===== src/rtl/core_pkg.sv =====
// Shared types and constants for the RV32 multi-cycle sequencer.
// State encoding, bus access mode codes and default vectors.
package core_pkg;

    typedef enum logic [2:0] {
        S_FETCH,
        S_DECODE,
        S_EXECUTE,
        S_MEMORY,
        S_WRITEBACK,
        S_TRAP
    } state_t;

    localparam logic [2:0] MODE_LB     = 3'b000;
    localparam logic [2:0] MODE_LH     = 3'b001;
    localparam logic [2:0] MODE_LW     = 3'b010;
    localparam logic [2:0] MODE_LBU    = 3'b100;
    localparam logic [2:0] MODE_LHU    = 3'b101;
    localparam logic [2:0] MODE_IFETCH = 3'b111;

    localparam logic [31:0] DEF_RESET_VEC = 32'h0000_0000;
    localparam logic [31:0] DEF_TRAP_VEC  = 32'h0000_0100;

endpackage


===== src/rtl/load_ext.sv =====
// Load data extension by access mode.
// Bus data arrives right-aligned; unknown modes pass the word through.
module load_ext
    import core_pkg::*;
#(
    parameter int XLEN = 32
) (
    input  logic [2:0]      mode,
    input  logic [XLEN-1:0] data,
    output logic [XLEN-1:0] ext
);

    // sign or zero extend the low byte/half according to funct3
    always_comb begin
        ext = data;
        unique case (mode)
            MODE_LB:  ext = {{(XLEN-8){data[7]}}, data[7:0]};
            MODE_LH:  ext = {{(XLEN-16){data[15]}}, data[15:0]};
            MODE_LBU: ext = {{(XLEN-8){1'b0}}, data[7:0]};
            MODE_LHU: ext = {{(XLEN-16){1'b0}}, data[15:0]};
            default:  ext = data;
        endcase
    end

endmodule


===== src/rtl/core_seq.sv =====
// Multi-cycle sequencer: PC, fetch/decode/execute/memory/write-back FSM,
// bus handshake, load extension, trap entry, mret and retire counter.
module core_seq
    import core_pkg::*;
#(
    parameter int              XLEN      = 32,
    parameter logic [XLEN-1:0] RESET_VEC = DEF_RESET_VEC,
    parameter logic [XLEN-1:0] TRAP_VEC  = DEF_TRAP_VEC,
    parameter int              CNT_W     = 32
) (
    input  logic             clk,
    input  logic             rst,
    input  logic             intr,
    output logic             mem_req,
    output logic             mem_wen,
    output logic [2:0]       mem_mode,
    output logic [XLEN-1:0]  mem_addr,
    output logic [XLEN-1:0]  mem_dat_o,
    input  logic [XLEN-1:0]  mem_dat_i,
    input  logic             mem_ready,
    output logic [XLEN-1:0]  inst,
    output logic [XLEN-1:0]  pc,
    input  logic             dec_mem_load,
    input  logic             dec_mem_wr,
    input  logic             dec_reg_wr,
    input  logic             dec_mret,
    input  logic [2:0]       dec_mem_opt,
    input  logic [XLEN-1:0]  alu_result,
    input  logic [XLEN-1:0]  next_pc,
    input  logic [XLEN-1:0]  store_data,
    output logic             reg_wen,
    output logic [XLEN-1:0]  rwdata,
    output logic [CNT_W-1:0] retired
);

    state_t          state, state_nx;
    logic [XLEN-1:0] alu_q, store_q, load_q, mepc, ext;
    logic            mie;

    load_ext #(.XLEN(XLEN)) u_load_ext (
        .mode (dec_mem_opt),
        .data (mem_dat_i),
        .ext  (ext)
    );

    // next state; an mret in write-back suppresses the trap that cycle
    always_comb begin
        state_nx = state;
        unique case (state)
            S_FETCH:     if (mem_ready) state_nx = S_DECODE;
            S_DECODE:    state_nx = S_EXECUTE;
            S_EXECUTE:   state_nx = (dec_mem_load || dec_mem_wr)
                                    ? S_MEMORY : S_WRITEBACK;
            S_MEMORY:    if (mem_ready) state_nx = S_WRITEBACK;
            S_WRITEBACK: state_nx = (intr && mie && !dec_mret)
                                    ? S_TRAP : S_FETCH;
            S_TRAP:      state_nx = S_FETCH;
            default:     state_nx = S_FETCH;
        endcase
    end

    // bus and register-file outputs decoded from the current state
    always_comb begin
        mem_req   = 1'b0;
        mem_wen   = 1'b0;
        mem_mode  = MODE_IFETCH;
        mem_addr  = pc;
        mem_dat_o = store_q;
        reg_wen   = 1'b0;
        rwdata    = dec_mem_load ? load_q : alu_q;
        if (!rst) begin
            unique case (state)
                S_FETCH: mem_req = 1'b1;
                S_MEMORY: begin
                    mem_req  = 1'b1;
                    mem_wen  = dec_mem_wr;
                    mem_mode = dec_mem_opt;
                    mem_addr = alu_q;
                end
                S_WRITEBACK: reg_wen = dec_mem_load || dec_reg_wr;
                default: ;
            endcase
        end
    end

    // state register and per-stage datapath latches
    always_ff @(posedge clk) begin
        if (rst) begin
            state   <= S_FETCH;
            pc      <= RESET_VEC;
            mie     <= 1'b0;
            mepc    <= '0;
            retired <= '0;
            inst    <= '0;
            alu_q   <= '0;
            store_q <= '0;
            load_q  <= '0;
        end else begin
            state <= state_nx;
            unique case (state)
                S_FETCH: if (mem_ready) inst <= mem_dat_i;
                S_EXECUTE: begin
                    alu_q   <= alu_result;
                    store_q <= store_data;
                end
                S_MEMORY: if (mem_ready && dec_mem_load) load_q <= ext;
                S_WRITEBACK: begin
                    retired <= retired + CNT_W'(1);
                    if (dec_mret) begin
                        pc  <= mepc;
                        mie <= 1'b1;
                    end else begin
                        pc <= next_pc;
                    end
                end
                S_TRAP: begin
                    mepc <= pc;
                    pc   <= TRAP_VEC;
                    mie  <= 1'b0;
                end
                default: ;
            endcase
        end
    end

endmodule


===== config.mk =====
export PLATFORM = sky130hd
export DESIGN_NAME = core_seq
export DESIGN_NICKNAME = d
export VERILOG_FILES = /design/src/rtl/core_pkg.sv /design/src/rtl/load_ext.sv /design/src/rtl/core_seq.sv
export SDC_FILE = /design/constraint.sdc
export NUM_CORES = 1
export LEC_CHECK = 0
export BUFFER_PORTS_ARGS = -buffer_cell sky130_fd_sc_hd__buf_4
export CAP_MARGIN = 40
export CORE_MARGIN = 2
export CORE_UTILIZATION = 54
export DETAILED_ROUTE_END_ITERATION = 7
export PLACE_DENSITY = 0.89
export SYNTH_ARGS = -nofsm -noshare
export SYNTH_HDL_FRONTEND = slang
export SYNTH_SLANG_ARGS = --single-unit

===== constraint.sdc =====
create_clock -name clk -period 5.9 [get_ports clk]
set_input_delay 1.18 -clock clk [delete_from_list [all_inputs] [get_ports clk]]
set_output_delay 1.18 -clock clk [all_outputs]
set_load 0.005 [all_outputs]

# After elaboration in Yosys (flattened, before gate mapping)
# Index checks and enable logic that the tools add are counted.
# op_classes
mux	21
n_eq_ne	11
addsub	1
n_reduce_logical	14
# ops
op	count
$mux W32	4
$pmux W32 S4	1
$pmux W32 S2	1
$add A32 B1 Y32 const B	1
$mux W3	6
$pmux W3 S5	1
$eq A3 B3 Y1 const B	4
$reduce_and A2 Y1	4
$mux W1	7
$eq A3 B1 Y1 const B	2
$eq A3 B2 Y1 const B	2
$logic_not A3 Y1	2
$ne A2 B2 Y1 const B	3
$logic_and A1 B1 Y1	3
$logic_or A1 B1 Y1	2
$pmux W1 S2	1
$reduce_bool A2 Y1	1
$reduce_or A2 Y1	1
$logic_not A1 Y1	1
# word_totals
wordCells	56
input_bits	139
output_inout_bits	198
ff_bits	228

# Logic depth before layout (Yosys ltp)
# logic_depth
depth_word	4
ltp_mapped	8
ltp_nobuf	5

# By module
# From an unflattened synthesis, not the netlist that was laid out.
# hier_totals
hier_cells	1230
area_unflattened_um2	9748.1
# by_module_without_submodules
module	seq_area_each_um2	n_inst	area_each_um2	cells_per_inst
core_seq	4564.4	1	9392.8	1163
load_ext	0.0	1	355.3	67

# Worst setup path before layout
# No wires, ideal clock.
# synth_timing
kind	in2out
start	input rst
end	output mem_addr[10]
cell_stages	5
t_required_ps	4720
arrival_time_ps	2264
setup_slack_ps	2456
path_cell_list	clkbuf_1 > and3b_1 > buf_2 > buf_2 > mux2_2
# synth_between
elab_chain_len	1
# synth_rtl
element	line	source
from (decl)	core_seq.sv:12	input logic rst,
$mux W32	core_seq.sv:71	if (!rst) begin
to (decl)	core_seq.sv:17	output logic [XLEN-1:0] mem_addr,
# Every way passes these cells.

# Final worst setup path
# layout_timing
start	input rst
end	output mem_addr[16]
# Same word-level chain as after synthesis.

==> metrics.txt <==
# TYPE chip_impl_metric gauge
chip_impl_metric{name="post_synth_instance_area",unit="mm²"} 0.00949
chip_impl_metric{name="drtPass1Iterations",unit=""} 5
chip_impl_metric{name="diodes",unit=""} 0
chip_impl_metric{name="ys_ff_latch",unit=""} 228
chip_impl_metric{name="clock_latency_on_the_worst_skew_pair",unit="ps"} 520
chip_impl_metric{name="cts_buffers",unit=""} 24
chip_impl_metric{name="area.growth.synth_to_final",unit="%"} 36.0
chip_impl_metric{name="stdcell_area",unit="mm²"} 0.0129
chip_impl_info{name="grt_setup_unrepaired",value="false"} 1
chip_impl_metric{name="timing.critical_path.arrival",unit="ps"} 2930
chip_impl_metric{name="fp.dieH",unit="µm"} 137
chip_impl_metric{name="setup_viol_count_final",unit=""} 0
chip_impl_metric{name="totalWireLength",unit="mm"} 31.1
chip_impl_info{name="run_status",value="finished, final reports clean"} 1
chip_impl_metric{name="clk_pin_slew_worst_setup_hold_paths",unit="ps"} 60
chip_impl_metric{name="hold_viol_final",unit=""} 0
chip_impl_metric{name="antenna_found_initial",unit=""} 0
chip_impl_metric{name="die_x",unit="µm"} 137
chip_impl_metric{name="layout_worst_path_cycle_share",unit=""} 0.697
chip_impl_metric{name="post_drt_wl_per_cell",unit="µm"} 18.7
chip_impl_metric{name="total_power_density_per_cell_area",unit="mW/mm²"} 267
chip_impl_metric{name="ir_drop",unit="mV"} 0.251
chip_impl_metric{name="worst_hold_path_depth",unit=""} 2
chip_impl_info{name="ctsRootBufferMaster",value="sky130_fd_sc_hd__clkbuf_16"} 1
chip_impl_metric{name="io_buffer_count",unit=""} 336
chip_impl_metric{name="async_set_or_reset_flop_fraction_in_the_synthesized_netlist",unit=""} 0
chip_impl_metric{name="die_area",unit="mm²"} 0.0187
chip_impl_info{name="critPathSlowestCell",value="sky130_fd_sc_hd__and3b_2"} 1
chip_impl_info{name="crit_path_cell_trace",value="buf_6, and3b_2, mux2_2, buf_4"} 1
chip_impl_metric{name="cts.repair_timing.setup_buffer_count",unit=""} 0
chip_impl_info{name="critPathKind",value="in2out"} 1
chip_impl_metric{name="viasPerCell",unit=""} 5.66
chip_impl_metric{name="vias",unit=""} 9412
chip_impl_metric{name="fillCellCount",unit=""} 1235
chip_impl_metric{name="syn_area_per_cell",unit="µm²"} 8.40
chip_impl_metric{name="setup_total_negative_slack",unit="ps"} 0
chip_impl_metric{name="final_antenna_net_count",unit=""} 0
chip_impl_metric{name="drt_iter0_markers",unit=""} 731
chip_impl_metric{name="cp.required",unit="ps"} 4720
chip_impl_metric{name="fin_nets",unit=""} 1561
chip_impl_metric{name="cts.hold.buffers_added",unit=""} 0
chip_impl_metric{name="post_synth_inst_count",unit=""} 1130
chip_impl_metric{name="max_fclk",unit="MHz"} 243
chip_impl_metric{name="core_area",unit="mm²"} 0.0172
chip_impl_metric{name="drv_cap",unit=""} 0
chip_impl_metric{name="initial_core_util",unit=""} 0.551
chip_impl_info{name="cp-start-kind",value="input pin"} 1
chip_impl_info{name="min-delay-path-class",value="reg2reg"} 1
chip_impl_metric{name="grt_overflow_total",unit=""} 0
chip_impl_metric{name="resize_count_post_cts",unit=""} 0
chip_impl_metric{name="io_pins",unit=""} 337
chip_impl_metric{name="synth_edf_count",unit=""} 0
chip_impl_metric{name="postPlaceCellArea",unit="mm²"} 0.0121
chip_impl_metric{name="final_wtd_congestion",unit=""} 0.968
chip_impl_metric{name="tightestPinTransition",unit="ps"} 881
chip_impl_metric{name="grt_util_all_layers",unit=""} 0.317
chip_impl_metric{name="dpl.cell_count",unit=""} 1620
chip_impl_metric{name="global_route_wire_length_before_repair",unit="mm"} 46.5
chip_impl_metric{name="timing.slew.headroom",unit=""} 0.413
chip_impl_metric{name="static-leakage-power",unit="nW"} 5.42
chip_impl_metric{name="fin_crit",unit="ps"} 4110
chip_impl_metric{name="cts_buffer_depth",unit=""} 3
chip_impl_metric{name="drt_drc_violations_left",unit=""} 0
chip_impl_metric{name="worst-r2r-cell-count",unit=""} 6
chip_impl_info{name="worstSetupEndpointType",value="output pin"} 1
chip_impl_metric{name="finish.cell_count_without_fillers",unit=""} 1662
chip_impl_metric{name="net_count_of_the_mapped_netlist",unit=""} 1270
chip_impl_metric{name="hpwlAfterDp",unit="mm"} 22.1
chip_impl_metric{name="finalMaxSlewViolations",unit=""} 0
chip_impl_metric{name="synth.yosys.warnings",unit=""} 0
chip_impl_metric{name="ctsHtreeMaxLevel",unit=""} 1
chip_impl_metric{name="synth_sequential_area_ratio",unit=""} 0.481
chip_impl_metric{name="maximum_number_of_pins_on_one_net_before_global_route_repair",unit=""} 87
chip_impl_metric{name="cts_num_sinks",unit=""} 228
chip_impl_metric{name="synth.distinct_cells",unit=""} 44
chip_impl_metric{name="highest_fanout_seen_on_the_critical_path",unit=""} 73
chip_impl_metric{name="cpPeakStageDelay",unit="ps"} 900
chip_impl_info{name="tritoncts",value="done"} 1
chip_impl_metric{name="skew",unit="ps"} 14.2
chip_impl_info{name="postSynth.topFlopCell",value="sky130_fd_sc_hd__dfxtp_1"} 1
chip_impl_metric{name="layout-drive-gt1-share",unit=""} 0.347
chip_impl_metric{name="num_rows",unit=""} 48
chip_impl_metric{name="grt_pass1_vias",unit=""} 8726
report_power, final:
group          internal (mW)  total [mW]  switching, mW
clock network          0.874        1.49          0.613
registers               1.58        1.62         0.0399
logic                  0.168       0.338          0.170
routing by layer:
layer	routed length, µm	GRT usage
met1	11900	0.391
met5	0	0
met4	1360	0.140
met3	2960	0.0715
met2	14900	0.528
through the flow:
| stage | setup WS [ps] | util | power [mW] | hold slack, ps |
|---|---|---|---|---|
| final | 1790 | 0.749 | 3.45 | 453 |
| after global routing | 1720 | 0.749 | 3.56 | 470 |
| after CTS | 1810 | 0.749 | 3.46 | 455 |
| after detailed placement | 1810 | 0.704 | 1.99 | 446 |
| after global placement | 1870 | 0.700 | 1.97 | 438 |
| after floorplan | 2460 | - | 1.80 | 433 |
synthesized netlist by cell type, types with 2 or more instances:
master | instances | area [µm²]
sky130_fd_sc_hd__nand2_1 | 297 | 1110
sky130_fd_sc_hd__dfxtp_1 | 228 | 4560
sky130_fd_sc_hd__a21oi_1 | 166 | 831
sky130_fd_sc_hd__mux2_2 | 95 | 1070
sky130_fd_sc_hd__nor2_1 | 85 | 319
sky130_fd_sc_hd__clkbuf_1 | 68 | 255
sky130_fd_sc_hd__a22oi_1 | 31 | 233
sky130_fd_sc_hd__nor3_1 | 26 | 130
sky130_fd_sc_hd__xnor2_1 | 13 | 114
sky130_fd_sc_hd__nand4_1 | 12 | 75.1
sky130_fd_sc_hd__xor2_1 | 11 | 96.3
sky130_fd_sc_hd__o21ai_0 | 10 | 50.1
sky130_fd_sc_hd__a211oi_1 | 9 | 67.6
sky130_fd_sc_hd__buf_1 | 9 | 33.8
sky130_fd_sc_hd__or3_1 | 8 | 50.1
sky130_fd_sc_hd__nand3_1 | 7 | 35.0
sky130_fd_sc_hd__buf_2 | 6 | 30.0
sky130_fd_sc_hd__and4_1 | 4 | 35.0
sky130_fd_sc_hd__nand2b_1 | 4 | 25.0
sky130_fd_sc_hd__nor4_2 | 4 | 50.1
sky130_fd_sc_hd__and2_1 | 3 | 18.8
sky130_fd_sc_hd__and3_1 | 3 | 18.8
sky130_fd_sc_hd__inv_1 | 3 | 11.3
sky130_fd_sc_hd__nor2b_1 | 3 | 18.8
sky130_fd_sc_hd__nor4_1 | 3 | 18.8
sky130_fd_sc_hd__buf_4 | 2 | 15.0
sky130_fd_sc_hd__mux2i_1 | 2 | 20.0
sky130_fd_sc_hd__or2_2 | 2 | 12.5
layout by cell type (no fill, tap or decap), types with 13 or more instances in the layout:
cell type	netlist	final
sky130_fd_sc_hd__buf_4	2	346
sky130_fd_sc_hd__nand2_1	297	297
sky130_fd_sc_hd__dfxtp_1	228	228
sky130_fd_sc_hd__a21oi_1	166	166
sky130_fd_sc_hd__mux2_2	95	95
sky130_fd_sc_hd__nor2_1	85	85
sky130_fd_sc_hd__a22oi_1	31	31
sky130_fd_sc_hd__nor3_1	26	25
sky130_fd_sc_hd__clkbuf_16	0	24
sky130_fd_sc_hd__xnor2_1	13	13
cells by family after synthesis:
family,Yosys count,share of synthesized area
and+or+nand+nor,472,0.216
DFF,228,0.481
muxes,98,0.116
adders and majority gates,1,0.00132
AOI/OAI and AO/OA,219,0.127
buffers and inverters,88,0.0364
xor gates and xnor gates,24,0.0221
final timing paths:
check	start	end	slack (ps)
max	rst	mem_addr[16]	1790
min	mepc[0]	mepc[0]	450
max reg2reg	state[2]	retired[23]	3110
min reg2reg	mepc[0]	mepc[0]	450
layout make-up:
class	count	area (µm²)	share of cell area
multi-input combinational	814	4610	0.357
sequential	228	4560	0.354
timing repair buffer	350	2670	0.207
clock buffer	32	661	0.0512
tap	225	282	0.0218
clock inverter	10	114	0.00882
inverter	3	11.3	0.000872
worst max-delay path: cells and delay by family:
| family | cells | cell delay (ps) |
|---|---|---|
| simple gates | 1 | 900 |
| mux | 1 | 420 |
| buf+inv | 2 | 350 |
registers in the layout (all words and copies together) (netlist names):
| register | count |
|---|---|
| retired | 32 |
| load_q | 32 |
| inst | 32 |
| alu_q | 32 |
| pc | 32 |
| mepc | 32 |
| mem_dat_o | 32 |
| state | 3 |
| mie | 1 |
Power figures use the tool's default switching activity.
